### src/rtl/fetch_unit.sv
// Instruction-fetch stage: PC generation, credit-limited imem requests,
// response queue with bypass, redirect with stale-response drop, IF/ID register.
module fetch_unit #(
  parameter int unsigned     XLEN     = 32,
  parameter logic [XLEN-1:0] RESET_PC = '0,
  parameter int unsigned     QDEPTH   = 4,
  parameter logic [31:0]     NOP      = 32'h0000_0013
) (
  input  logic            clk,
  input  logic            rst_n,
  input  logic            stall_F,
  input  logic            flush_D,
  input  logic            PC_src_D,
  input  logic [XLEN-1:0] PC_target_D,
  output logic            imem_req_valid,
  input  logic            imem_req_ready,
  output logic [XLEN-1:0] imem_req_addr,
  input  logic            imem_rsp_valid,
  input  logic [31:0]     imem_rsp_data,
  output logic [31:0]     instr_D,
  output logic [XLEN-1:0] PC_D,
  output logic [XLEN-1:0] PC_plus4_D,
  output logic            valid_D
);

  localparam int unsigned     CW      = $clog2(QDEPTH) + 1;
  localparam int unsigned     PW      = $clog2(QDEPTH);
  localparam logic [XLEN-1:0] PC_STEP = XLEN'(32'd4);

  logic [XLEN-1:0] fetch_pc_q, fetch_pc_d;
  logic [XLEN-1:0] rsp_pc_q, rsp_pc_d;
  logic [CW-1:0]   out_cnt_q, out_cnt_d;
  logic [CW-1:0]   drop_cnt_q, drop_cnt_d;
  logic [CW-1:0]   q_cnt_q, q_cnt_d;
  logic [PW-1:0]   rd_ptr_q, rd_ptr_d;
  logic [PW-1:0]   wr_ptr_q, wr_ptr_d;
  logic [31:0]     q_instr_q [QDEPTH];
  logic [XLEN-1:0] q_pc_q    [QDEPTH];
  logic [31:0]     if_instr_q, if_instr_d;
  logic [XLEN-1:0] if_pc_q, if_pc_d;
  logic            if_valid_q, if_valid_d;

  logic [CW:0] credit_used;
  logic        issue, dropping, keep, advance, pop, bypass, push;

  assign credit_used    = {1'b0, out_cnt_q} + {1'b0, q_cnt_q};
  assign imem_req_valid = rst_n & ~PC_src_D & (credit_used < (CW+1)'(QDEPTH));
  assign imem_req_addr  = fetch_pc_q;
  assign issue          = imem_req_valid & imem_req_ready;
  assign dropping       = (drop_cnt_q != '0);
  // A response landing in the redirect cycle belongs to the old path.
  assign keep           = imem_rsp_valid & ~dropping & ~PC_src_D;
  assign advance        = ~stall_F & ~flush_D;
  assign pop            = advance & ~PC_src_D & (q_cnt_q != '0);
  assign bypass         = advance & (q_cnt_q == '0) & keep;
  assign push           = keep & ~bypass;

  always_comb begin
    fetch_pc_d = fetch_pc_q;
    rsp_pc_d   = rsp_pc_q;
    out_cnt_d  = out_cnt_q + CW'(issue) - CW'(imem_rsp_valid);
    drop_cnt_d = drop_cnt_q;
    rd_ptr_d   = rd_ptr_q;
    wr_ptr_d   = wr_ptr_q;
    q_cnt_d    = q_cnt_q;
    if (PC_src_D) begin
      fetch_pc_d = PC_target_D;
      rsp_pc_d   = PC_target_D;
      drop_cnt_d = out_cnt_q - CW'(imem_rsp_valid);
      rd_ptr_d   = '0;
      wr_ptr_d   = '0;
      q_cnt_d    = '0;
    end else begin
      if (issue)                       fetch_pc_d = fetch_pc_q + PC_STEP;
      if (keep)                        rsp_pc_d   = rsp_pc_q + PC_STEP;
      if (imem_rsp_valid && dropping)  drop_cnt_d = drop_cnt_q - CW'(1);
      rd_ptr_d = rd_ptr_q + PW'(pop);
      wr_ptr_d = wr_ptr_q + PW'(push);
      q_cnt_d  = q_cnt_q + CW'(push) - CW'(pop);
    end
  end

  always_comb begin
    if_instr_d = if_instr_q;
    if_pc_d    = if_pc_q;
    if_valid_d = if_valid_q;
    if (flush_D) begin
      if_instr_d = NOP;
      if_valid_d = 1'b0;
    end else if (!stall_F) begin
      if (pop) begin
        if_instr_d = q_instr_q[rd_ptr_q];
        if_pc_d    = q_pc_q[rd_ptr_q];
        if_valid_d = 1'b1;
      end else if (bypass) begin
        if_instr_d = imem_rsp_data;
        if_pc_d    = rsp_pc_q;
        if_valid_d = 1'b1;
      end else begin
        if_instr_d = NOP;
        if_valid_d = 1'b0;
      end
    end
  end

  always_ff @(posedge clk) begin
    if (!rst_n) begin
      fetch_pc_q <= RESET_PC;
      rsp_pc_q   <= RESET_PC;
      out_cnt_q  <= '0;
      drop_cnt_q <= '0;
      q_cnt_q    <= '0;
      rd_ptr_q   <= '0;
      wr_ptr_q   <= '0;
      if_instr_q <= NOP;
      if_pc_q    <= '0;
      if_valid_q <= 1'b0;
    end else begin
      fetch_pc_q <= fetch_pc_d;
      rsp_pc_q   <= rsp_pc_d;
      out_cnt_q  <= out_cnt_d;
      drop_cnt_q <= drop_cnt_d;
      q_cnt_q    <= q_cnt_d;
      rd_ptr_q   <= rd_ptr_d;
      wr_ptr_q   <= wr_ptr_d;
      if_instr_q <= if_instr_d;
      if_pc_q    <= if_pc_d;
      if_valid_q <= if_valid_d;
    end
  end

  always_ff @(posedge clk) begin
    if (push) begin
      q_instr_q[wr_ptr_q] <= imem_rsp_data;
      q_pc_q[wr_ptr_q]    <= rsp_pc_q;
    end
  end

  assign instr_D    = if_instr_q;
  assign PC_D       = if_pc_q;
  assign PC_plus4_D = if_pc_q + PC_STEP;
  assign valid_D    = if_valid_q;

endmodule
### config.mk
export PLATFORM = sky130hd
export DESIGN_NAME = fetch_unit
export DESIGN_NICKNAME = d
export VERILOG_FILES = /design/src/rtl/fetch_unit.sv
export SDC_FILE = /design/constraint.sdc
export NUM_CORES = 1
export LEC_CHECK = 0
export ABC_CLOCK_PERIOD_IN_PS = 6450
export BUFFER_PORTS_ARGS = -buffer_cell sky130_fd_sc_hd__buf_2
export CORE_MARGIN = 10
export CORE_UTILIZATION = 52
export CTS_CLUSTER_DIAMETER = 40
export CTS_CLUSTER_SIZE = 14
export DETAILED_ROUTE_END_ITERATION = 6
export GPL_TIMING_DRIVEN = 1
export PLACE_DENSITY = 0.75
export REMOVE_ABC_BUFFERS = 1
export SETUP_SLACK_MARGIN = 0.5
export SYNTH_ARGS = -nofsm -noshare
export SYNTH_HDL_FRONTEND = slang
export SYNTH_SLANG_ARGS = --single-unit
export TNS_END_PERCENT = 10
### constraint.sdc
create_clock -name clk -period 6.45 [get_ports clk]
set_clock_uncertainty 0.05 [all_clocks]
set_input_delay 0.645 -clock clk [delete_from_list [all_inputs] [get_ports clk]]
set_output_delay 0.645 -clock clk [all_outputs]
set_load 0.02 [all_outputs]
# After elaboration in Yosys (flattened, before gate mapping)
# Memory sizes are Yosys's and may differ from the RTL's. A register that Yosys moved wholly into a read port is not among the register bits.
# Index checks and enable logic that the tools add are counted.
dict set report op_classes {
  n_lt_le_gt_ge 1
  add_sub_neg 12
  muxes 16
  bitwise_logic 17
  reduce_logical 11
}
# operator count
set op_table {}
lappend op_table {{32-bit 2-to-1 mux} 8}
lappend op_table {{32-bit by 3-bit adder with 32-bit output (second input constant)} 3}
lappend op_table {{1-bit bitwise AND} 11}
lappend op_table {{3-bit by 1-bit subtractor with 3-bit output} 3}
lappend op_table {{2-bit nonzero test} 4}
lappend op_table {{3-bit by 1-bit adder with 3-bit output} 2}
lappend op_table {{3-bit 2-to-1 mux} 2}
lappend op_table {{1-bit inverter} 6}
lappend op_table {{3-bit nonzero test} 2}
lappend op_table {{2-bit by 1-bit adder with 2-bit output} 2}
lappend op_table {{3-bit by 3-bit adder with 4-bit output} 1}
lappend op_table {{4-bit by 3-bit < comparator with 1-bit output (second input constant)} 1}
lappend op_table {{1-bit 2-to-1 mux} 4}
lappend op_table {{2-bit 2-to-1 mux} 2}
lappend op_table {{2-bit OR reduction} 2}
lappend op_table {{3-bit logical NOT} 1}
lappend op_table {{3-bit AND reduction} 1}
lappend op_table {{3-bit by 1-bit subtractor with 3-bit output (second input constant)} 1}
lappend op_table {{1-bit logical AND} 1}
dict set report totals {
  mem_count 2
  ram_bits 256
  elab_cells 69
  in_bits 71
  register_bits 142
  output_inout_bits 130
}
# memory depth width rd rd_clocked_by_memory_dff write_ports line
set memory_table {}
lappend memory_table {q_instr_q 4 32 1 1 1 37} ;# logic [31:0] q_instr_q [QDEPTH];
lappend memory_table {q_pc_q 4 32 1 1 1 38} ;# logic [XLEN-1:0] q_pc_q [QDEPTH];

# Logic depth before layout (Yosys ltp)
# Gate-level depths: netlist (run 1).
dict set report depth {
  word_depth 9
  ltp_mapped 14
  depth_no_buf 13
}

# Worst setup path after synthesis (run 1)
# Ideal clock, no wire load.
dict set report synth_timing {
  path_kind {input to register}
  from {input port imem_rsp_valid}
  to {memory q_instr_q[1][0] (enable)}
  arrival_ns 5.850
  setup_time_ns 0.578
  stages 4
  t_required_ns 5.822
  setup_slack_ns -0.028
  path_buffers 0
  path_cell_list {nand3b_1 nor2_1 nand2_1 nor3b_1}
}
dict set report synth_between {
  elab_chain_cells 7
}
# element line
set synth_rtl {}
lappend synth_rtl {{start: declaration} 18} ;# input logic imem_rsp_valid,
lappend synth_rtl {{1-bit bitwise AND (*) (2 in series)} 52} ;# assign keep = imem_rsp_valid & ~dropping & ~PC_src_D;
lappend synth_rtl {{1-bit bitwise AND} 55} ;# assign bypass = advance & (q_cnt_q == '0) & keep;
lappend synth_rtl {{1-bit inverter} 56} ;# assign push = keep & ~bypass;
lappend synth_rtl {{1-bit bitwise AND (*)} 56}
lappend synth_rtl {{1-bit 2-to-1 mux (*)} 133} ;# if (push) begin
lappend synth_rtl {{1-bit 2-to-1 mux (not written as such) (*)} 134} ;# q_instr_q[wr_ptr_q] <= imem_rsp_data;
lappend synth_rtl {{end: declaration} 37}
# Every way passes the cells marked *; elsewhere a longest branch is shown, timed or not.

# Worst setup path in the final report (run 1)
dict set report layout_timing {
  from {register if_pc_q[5], in the netlist PC_D[5]}
  to {output port PC_plus4_D[31]}
}
dict set report layout_between {
  elab_chain_cells 1
}
# element line
set layout_rtl {}
lappend layout_rtl {{start: declaration} 40} ;# logic [XLEN-1:0] if_pc_q, if_pc_d;
lappend layout_rtl {{start signal: assignment} 127} ;# if_pc_q <= if_pc_d;
lappend layout_rtl {{32-bit by 3-bit adder with 32-bit output} 141} ;# assign PC_plus4_D = if_pc_q + PC_STEP;
lappend layout_rtl {{end: declaration} 22} ;# output logic [XLEN-1:0] PC_plus4_D,
# No other way between the ends.

==> impl_metrics.csv, run 1 <==
group,metric,value,unit
setup_path,crit_fanout,8,
placed_design,routabilityCongestion,0.911,
sta,min_period,3.47,ns
power_and_ir_drop,swShare,0.227,
placed_design,dp_hpwl,26000,µm
synthesis,yosysSeqAreaShare,0.640,
cts,clockBufferDepth,3,
floorplanning,die_w,198,µm
cts,cts_made_buffers,44,
placed_design,io_buffer_count,200,
cts,cts.sinks,398,
power_and_ir_drop,clockPowerShare,0.454,
flow_run,cap_violations,0,
floorplanning,rows,65,
setup_path,path_cells,"nand2_1 -> or2_2 -> nor2_1 -> nand4_1 -> xnor2_1 -> buf_2",
synthesis,synth_ff_type,"edfxtp_1",
synthesis,synth_cell_types,66,
sta,finalSetupTns,0,ns
hold_path,hold_start,"imem_rsp_data[0]",
floorplanning,core,31400,µm²
synthesis,async_reset_ff_frac,0,
power_and_ir_drop,comb_power_share,0.060,
cts,cts_max_level,2,
setup_path,worst-r2r-setup-slack,3.06,ns
setup_path,path_buf_inv,1,
setup_path,reg2reg_depth,11,
synthesis,synthAdderAreaFrac,0.0138,
power_and_ir_drop,leakagePower,0.00679,µW
synthesis,synth_compound_gate_area_share,0.0827,
cts,ctsResizeCount,0,
route,num_vias,11200,
synthesis,synth_top_family_by_area,"simple AND/OR/NAND/NOR gates",
layout,post-route-util,0.617,
global_route,grt_remaining_overflow,0,
route,drc,0,
sta,fin_crit_sh,0.538,
synthesis,synth_edf_count,256,
layout,drive_gt1_frac,0.264,
power_and_ir_drop,p_int,4550,µW
cts,cts_root_buffer,"clkbuf_16",
floorplanning,die-height,198,µm
setup_path,reg2reg_from,"q_cnt_q[1]",
synthesis,ys_ff_latch,398,
setup_path,slowest_delay,0.65,ns
setup_path,r2r_end,"q_cnt_q[2]",
global_route,grt_pass1_vias,11400,
global_route,antenna_found_initial,0,
layout,syn2layout_area_growth,17.8,%
run_status,status,"completed",
cts,postCtsSetupBuffers,0,
synthesis,synth_mux_area_frac,0.0921,
layout,nNetsFinal,1496,
synthesis,avgSynthCellArea,13.5,µm²
sta,finalHoldViolations,0,
floorplanning,initial_core_util,0.524,
global_route,grt_pass1_wl,64500,µm
synthesis,postSynthCellCount,1221,
sta,slew_viol_final,0,
power_and_ir_drop,switching_power,1340,µW
setup_path,critPathTopFamily,"simple AND/OR/NAND/NOR gates",
hold_path,hold_path.class,"in2reg",
synthesis,syn_area,16400,µm²
sta,timing.slew.headroom,0.208,
route,avgRoutedWirePerCell,22.5,µm
floorplanning,die-area,39100,µm²
sta,rsz0062_at_grt,"no",
setup_path,critPathSlowestCell,"nor2_1",
route,routed_wl,41600,µm
route,viasPerCell,6.08,
global_route,grt_usage,0.209,
setup_path,cp.required,5.75,ns
route,drt_pass1_iterations,5,
synthesis,synth-simple-area-share,0.107,
cts,postCtsHoldBufs,0,
route,postRouteAntennaNets,0,
global_route,grt_max_degree,77,
hold_path,min_path_cells,1,
setup_path,crit_arrival,2.77,ns
synthesis,ys_warn_count,0,
layout,n_antenna_cell,0,
setup_path,crit_type,"reg2out",
sta,fmax,288,MHz
cts,cts_tree,"built",
hold_path,min_to,"q_instr_q[1][0]",
cts,clock_latency,0.55,ns
setup_path,crit_path_end_kind,"primary output",
cts,clkTransAtPathRegs,0.06,ns
sta,worstMarginPinSlew,1.19,ns
sta,setup_violations,0,
power_and_ir_drop,vdd_drop_max,0.000197,V
power_and_ir_drop,seqPwrFrac,0.486,
route,drt_iter0_markers,1055,
floorplanning,ios,201,
setup_path,start_kind,"flop",
synthesis,synth_xor_area_frac,0.0410,
power_and_ir_drop,powerDensity,304,nW/µm²
-- Yosys cell counts, types with 3 or more instances --
master | instances | area (µm²)
xor2_1 | 34 | 298
dfxtp_1 | 142 | 2840
o21a_1 | 4 | 30.0
nand3_1 | 43 | 215
a21oi_1 | 48 | 240
edfxtp_1 | 256 | 7690
nand2_1 | 125 | 469
buf_4 | 3 | 22.5
and4_1 | 5 | 43.8
nor2_1 | 70 | 263
buf_1 | 4 | 15.0
a211oi_1 | 4 | 30.0
ha_1 | 15 | 188
nand4_1 | 33 | 206
nor3_1 | 18 | 90.1
o22ai_1 | 5 | 31.3
nor4_2 | 5 | 62.6
a222oi_1 | 30 | 300
a31oi_1 | 38 | 238
or4_1 | 4 | 30.0
nor4_1 | 6 | 37.5
nor3b_1 | 3 | 22.5
clkbuf_1 | 58 | 218
and3_1 | 11 | 68.8
o21ai_0 | 66 | 330
nor2b_1 | 4 | 25.0
buf_2 | 7 | 35.0
and2_1 | 5 | 31.3
inv_1 | 20 | 75.1
mux4_2 | 64 | 1440
xnor2_1 | 43 | 377
-- worst register-to-register path: stages, from the launching register on --
cell     delay (ns)
dfxtp_1        0.37
nor3_1         0.34
or4_2          0.98
inv_1          0.20
ha_1           0.36
inv_1          0.07
ha_1           0.13
inv_1          0.04
fa_1           0.37
xor2_1         0.18
xnor2_1        0.14
nor2_1         0.05
-- through the flow --
| stage | hold slack [ns] | cell area, µm² | power (µW) | worst slack [ns] | cells |
|---|---|---|---|---|---|
| 6_report | 0.292 | 19400 | 5890 | 2.98 | 1846 |
| 5_1_grt | 0.274 | 19400 | 6080 | 2.75 | 1846 |
| 4_1_cts | 0.274 | 19400 | 5930 | 2.96 | 1846 |
| 3_5_place_dp | 0.406 | 17800 | 3270 | 2.45 | 1764 |
| 3_3_place_gp | 0.394 | 17800 | 3250 | 2.52 | 1764 |
| 2_1_floorplan | 0.426 | 16100 | 3110 | -0.0279 | 1148 |
-- layout make-up --
cell class,instances,area (µm²)
Timing Repair Buffer,214,1110
Tap cell,402,503
Multi-Input combinational cell,729,5560
Sequential cell,398,10500
Clock buffer,54,1200
Fill cell,2402,12000
Clock inverter,28,389
Inverter,21,78.8
-- cell families after synthesis --
| family | count (synthesis) |
|---|---|
| flops | 398 |
| simple gates | 351 |
| compound gates | 214 |
| xor+xnor | 77 |
| mux | 70 |
| fa+ha+maj | 17 |
| buf+inv | 94 |
-- metal layers --
| metal | global-route usage | wire (µm) | vias up |
|---|---|---|---|
| li1 | - | - | 5069 |
| met1 | 0.269 | 16400 | 5539 |
| met2 | 0.343 | 20000 | 556 |
| met3 | 0.0450 | 3880 | 62 |
| met4 | 0.0755 | 1240 | 0 |
| met5 | 0 | 0 | - |
-- sequential cells by signal, indices dropped and copies added, names as in the netlist, 2 cells and up --
name and count:
q_instr_q 128, q_pc_q 128, PC_D 32, imem_req_addr 32, instr_D 32, rsp_pc_q 32, drop_cnt_q 3, out_cnt_q 3
q_cnt_q 3, rd_ptr_q 2, wr_ptr_q 2
-- power by group through the flow --
| stage | clock [µW] | sequential, µW | combinational, µW |
|---|---|---|---|
| 6_report | 2670 | 2860 | 352 |
| 3_5_place_dp | 0 | 2920 | 351 |
| 4_1_cts | 2710 | 2860 | 354 |
| 5_1_grt | 2810 | 2870 | 389 |
| 2_1_floorplan | 0 | 2920 | 196 |
| 3_3_place_gp | 0 | 2910 | 342 |
-- worst max path at each step --
stage | start | endpoint | slack (ns) | cells past startpoint
2_1_floorplan | imem_rsp_valid | q_instr_q[1][0] | -0.03 | 4
3_3_place_gp | stall_F | q_cnt_q[2] | 2.52 | 11
3_5_place_dp | stall_F | q_cnt_q[2] | 2.45 | 11
4_1_cts | PC_D[5] | PC_plus4_D[31] | 2.96 | 6
5_1_grt | stall_F | q_cnt_q[2] | 2.75 | 11
6_report | PC_D[5] | PC_plus4_D[31] | 2.98 | 6
-- cell usage in the layout, fill, tap and decap left out, drive strengths merged, types with 44 or more instances in the layout --
cell type and instances:
nand2 125, nand3 44, o21ai 68, nor2 70, buf 214, clkbuf 54
a21oi 50, edfxtp 256, mux4 64, dfxtp 142
(Power assumes the default switching activity.)
==> inputs of run 2 (changes only) <==
--- a/config.mk
+++ b/config.mk
@@ -5,15 +5,15 @@
 export SDC_FILE = /design/constraint.sdc
 export NUM_CORES = 1
 export LEC_CHECK = 0
-export ABC_CLOCK_PERIOD_IN_PS = 6450
+export ABC_CLOCK_PERIOD_IN_PS = 3300
 export BUFFER_PORTS_ARGS = -buffer_cell sky130_fd_sc_hd__buf_2
 export CORE_MARGIN = 10
-export CORE_UTILIZATION = 52
+export CORE_UTILIZATION = 58
 export CTS_CLUSTER_DIAMETER = 40
 export CTS_CLUSTER_SIZE = 14
 export DETAILED_ROUTE_END_ITERATION = 6
 export GPL_TIMING_DRIVEN = 1
-export PLACE_DENSITY = 0.75
+export PLACE_DENSITY = 0.8
 export REMOVE_ABC_BUFFERS = 1
 export SETUP_SLACK_MARGIN = 0.5
 export SYNTH_ARGS = -nofsm -noshare
==> constraint.sdc (replaced) <==
create_clock -name clk -period 3.3 [get_ports clk]
set_clock_uncertainty 0.05 [all_clocks]
set_input_delay 0.33 -clock clk [delete_from_list [all_inputs] [get_ports clk]]
set_output_delay 0.33 -clock clk [all_outputs]
set_load 0.02 [all_outputs]
==> impl_metrics.csv, run 2 (synthesis results as in run 1) <==
group,metric,value,unit
global_route,grt_max_degree,72,
sta,finalSetupTns,0,ns
global_route,grt_remaining_overflow,0,
setup_path,crit_type,"reg2reg",
sta,slew_viol_final,0,
sta,fmax,358,MHz
power_and_ir_drop,vdd_drop_max,0.000419,V
layout,syn2layout_area_growth,21.6,%
route,num_vias,11600,
layout,layout_common_cells,"edfxtp_1 (256), buf_2 (200), dfxtp_1 (132)",
route,drt_pass1_iterations,6,
route,viasPerCell,6.18,
placed_design,io_buffer_count,200,
floorplanning,die-height,188,µm
route,drt_iter0_markers,1146,
setup_path,crit_fanout,3,
power_and_ir_drop,powerDensity,585,nW/µm²
cts,cts_tree,"built",
cts,cts_max_level,2,
route,routed_wl,43100,µm
cts,cts_made_buffers,45,
sta,setup_violations,0,
power_and_ir_drop,p_total,11700,µW
setup_path,crit_arrival,3.16,ns
route,avgRoutedWirePerCell,23.0,µm
sta,min_period,2.79,ns
setup_path,cp.required,3.67,ns
global_route,antenna_found_initial,0,
placed_design,dp_hpwl,26000,µm
cts,cts.sinks,398,
global_route,grt_pass1_vias,11900,
sta,fin_crit_sh,0.846,
layout,n_antenna_cell,0,
layout,top_regs,"q_instr_q: 128 flops, q_pc_q: 128 flops",
route,drc,0,
hold_path,hold_path.class,"in2reg",
flow_run,cap_violations,0,
sta,timing.slew.headroom,0.443,
sta,layout_setup_ws,0.507,ns
floorplanning,core,27900,µm²
layout,nNetsFinal,1547,
floorplanning,rows,61,
floorplanning,initial_core_util,0.590,
cts,clkTransAtPathRegs,0.06,ns
power_and_ir_drop,leakagePower,0.00709,µW
cts,clockBufferDepth,3,
global_route,grt_pass1_wl,66900,µm
layout,final_common_cell,"edfxtp_1",
cts,cts_root_buffer,"clkbuf_16",
layout,drive_gt1_frac,0.282,
run_status,status,"completed",
global_route,grt_usage,0.235,
floorplanning,die_w,188,µm
sta,worstMarginPinSlew,0.835,ns
sta,finalHoldViolations,0,
setup_path,crit_path_end_kind,"flop",
floorplanning,ios,201,
floorplanning,die-area,35500,µm²
placed_design,place_ws,0.374,ns
setup_path,start_kind,"flop",
placed_design,routabilityCongestion,0.921,
cts,clock_latency,0.54,ns
route,postRouteAntennaNets,0,
sta,rsz0062_at_grt,"yes",
==> run 2: cell types whose count changed in the layout (fill, tap and decap cells not counted), moves of 3 or more <==
| cell | before | now |
|---|---|---|
| buf_12 | 0 | 6 |
| buf_4 | 14 | 26 |
| dfxtp_1 | 140 | 132 |
| dfxtp_2 | 1 | 8 |
| dlygate4sd3_1 | 0 | 32 |
| ha_1 | 15 | 12 |
| ha_4 | 0 | 3 |
| inv_6 | 2 | 6 |
==> run 2: metrics by stage <==
step	area (µm²)	hold WS [ns]	utilization	std cells
2_1_floorplan	16100	0.376	-	1148
3_3_place_gp	17900	0.395	0.643	1752
3_5_place_dp	17900	0.394	0.643	1752
4_1_cts	19900	0.00491	0.713	1868
5_1_grt	20000	0.0209	0.718	1874
6_report	20000	0.0189	0.718	1874
==> run 2: critical path, stage by stage, from the launching register on <==
cell      delay [ns]
dfxtp_4         0.36
ha_4            0.23
or4b_4          0.54
nor3_4          0.24
clkinv_4        0.08
ha_4            0.21
inv_2           0.06
ha_4            0.12
inv_2           0.04
fa_2            0.36
xnor2_2         0.15
xnor2_1         0.18
nor2_1          0.05
==> run 2: path summary, 6_finish.rpt <==
check | cells after the start | end | slack, ns | from
worst max-delay path | 12 | out_cnt_q[2] | 0.51 | out_cnt_q[2]
worst max register to register | 12 | out_cnt_q[2] | 0.51 | out_cnt_q[2]
worst min-delay path | 3 | imem_req_addr[0] | 0.02 | PC_target_D[0]
worst min register to register | 2 | imem_req_addr[0] | 0.40 | imem_req_addr[0]
==> run 2: where the power goes <==
group          total, µW  internal [µW]  switching (µW)
sequential          5610           5450             160
clock               5290           3210            2080
combinational        796            341             455
==> run 2: cell type report <==
cell class | count | area [µm²]
flip-flops and latches | 398 | 10500
fillers | 1773 | 7860
inverters | 21 | 83.8
multi-input cells | 729 | 5650
clock buffers | 57 | 1240
repair buffers | 264 | 1640
clock inverters | 27 | 360
well taps | 378 | 473
==> run 2: metal layers <==
| metal | vias to the layer above | share of wire | GRT usage |
|---|---|---|---|
| met5 | - | 0 | 0 |
| met4 | 0 | 0.026 | 0.0797 |
| met3 | 88 | 0.086 | 0.0482 |
| met2 | 627 | 0.49 | 0.386 |
| met1 | 5694 | 0.40 | 0.307 |
| li1 | 5180 | - | - |
==> run 2: timing repair <==
| action | 4_1_cts | 5_1_grt |
|---|---|---|
| resized for setup | 6 | 23 |
| endpoints found under the setup margin | 19 | 20 |
| hold endpoints to repair | 124 | 0 |
| buffers inserted | 0 | 6 |
| pin swaps | 0 | 6 |
| hold buffers | 32 | 0 |
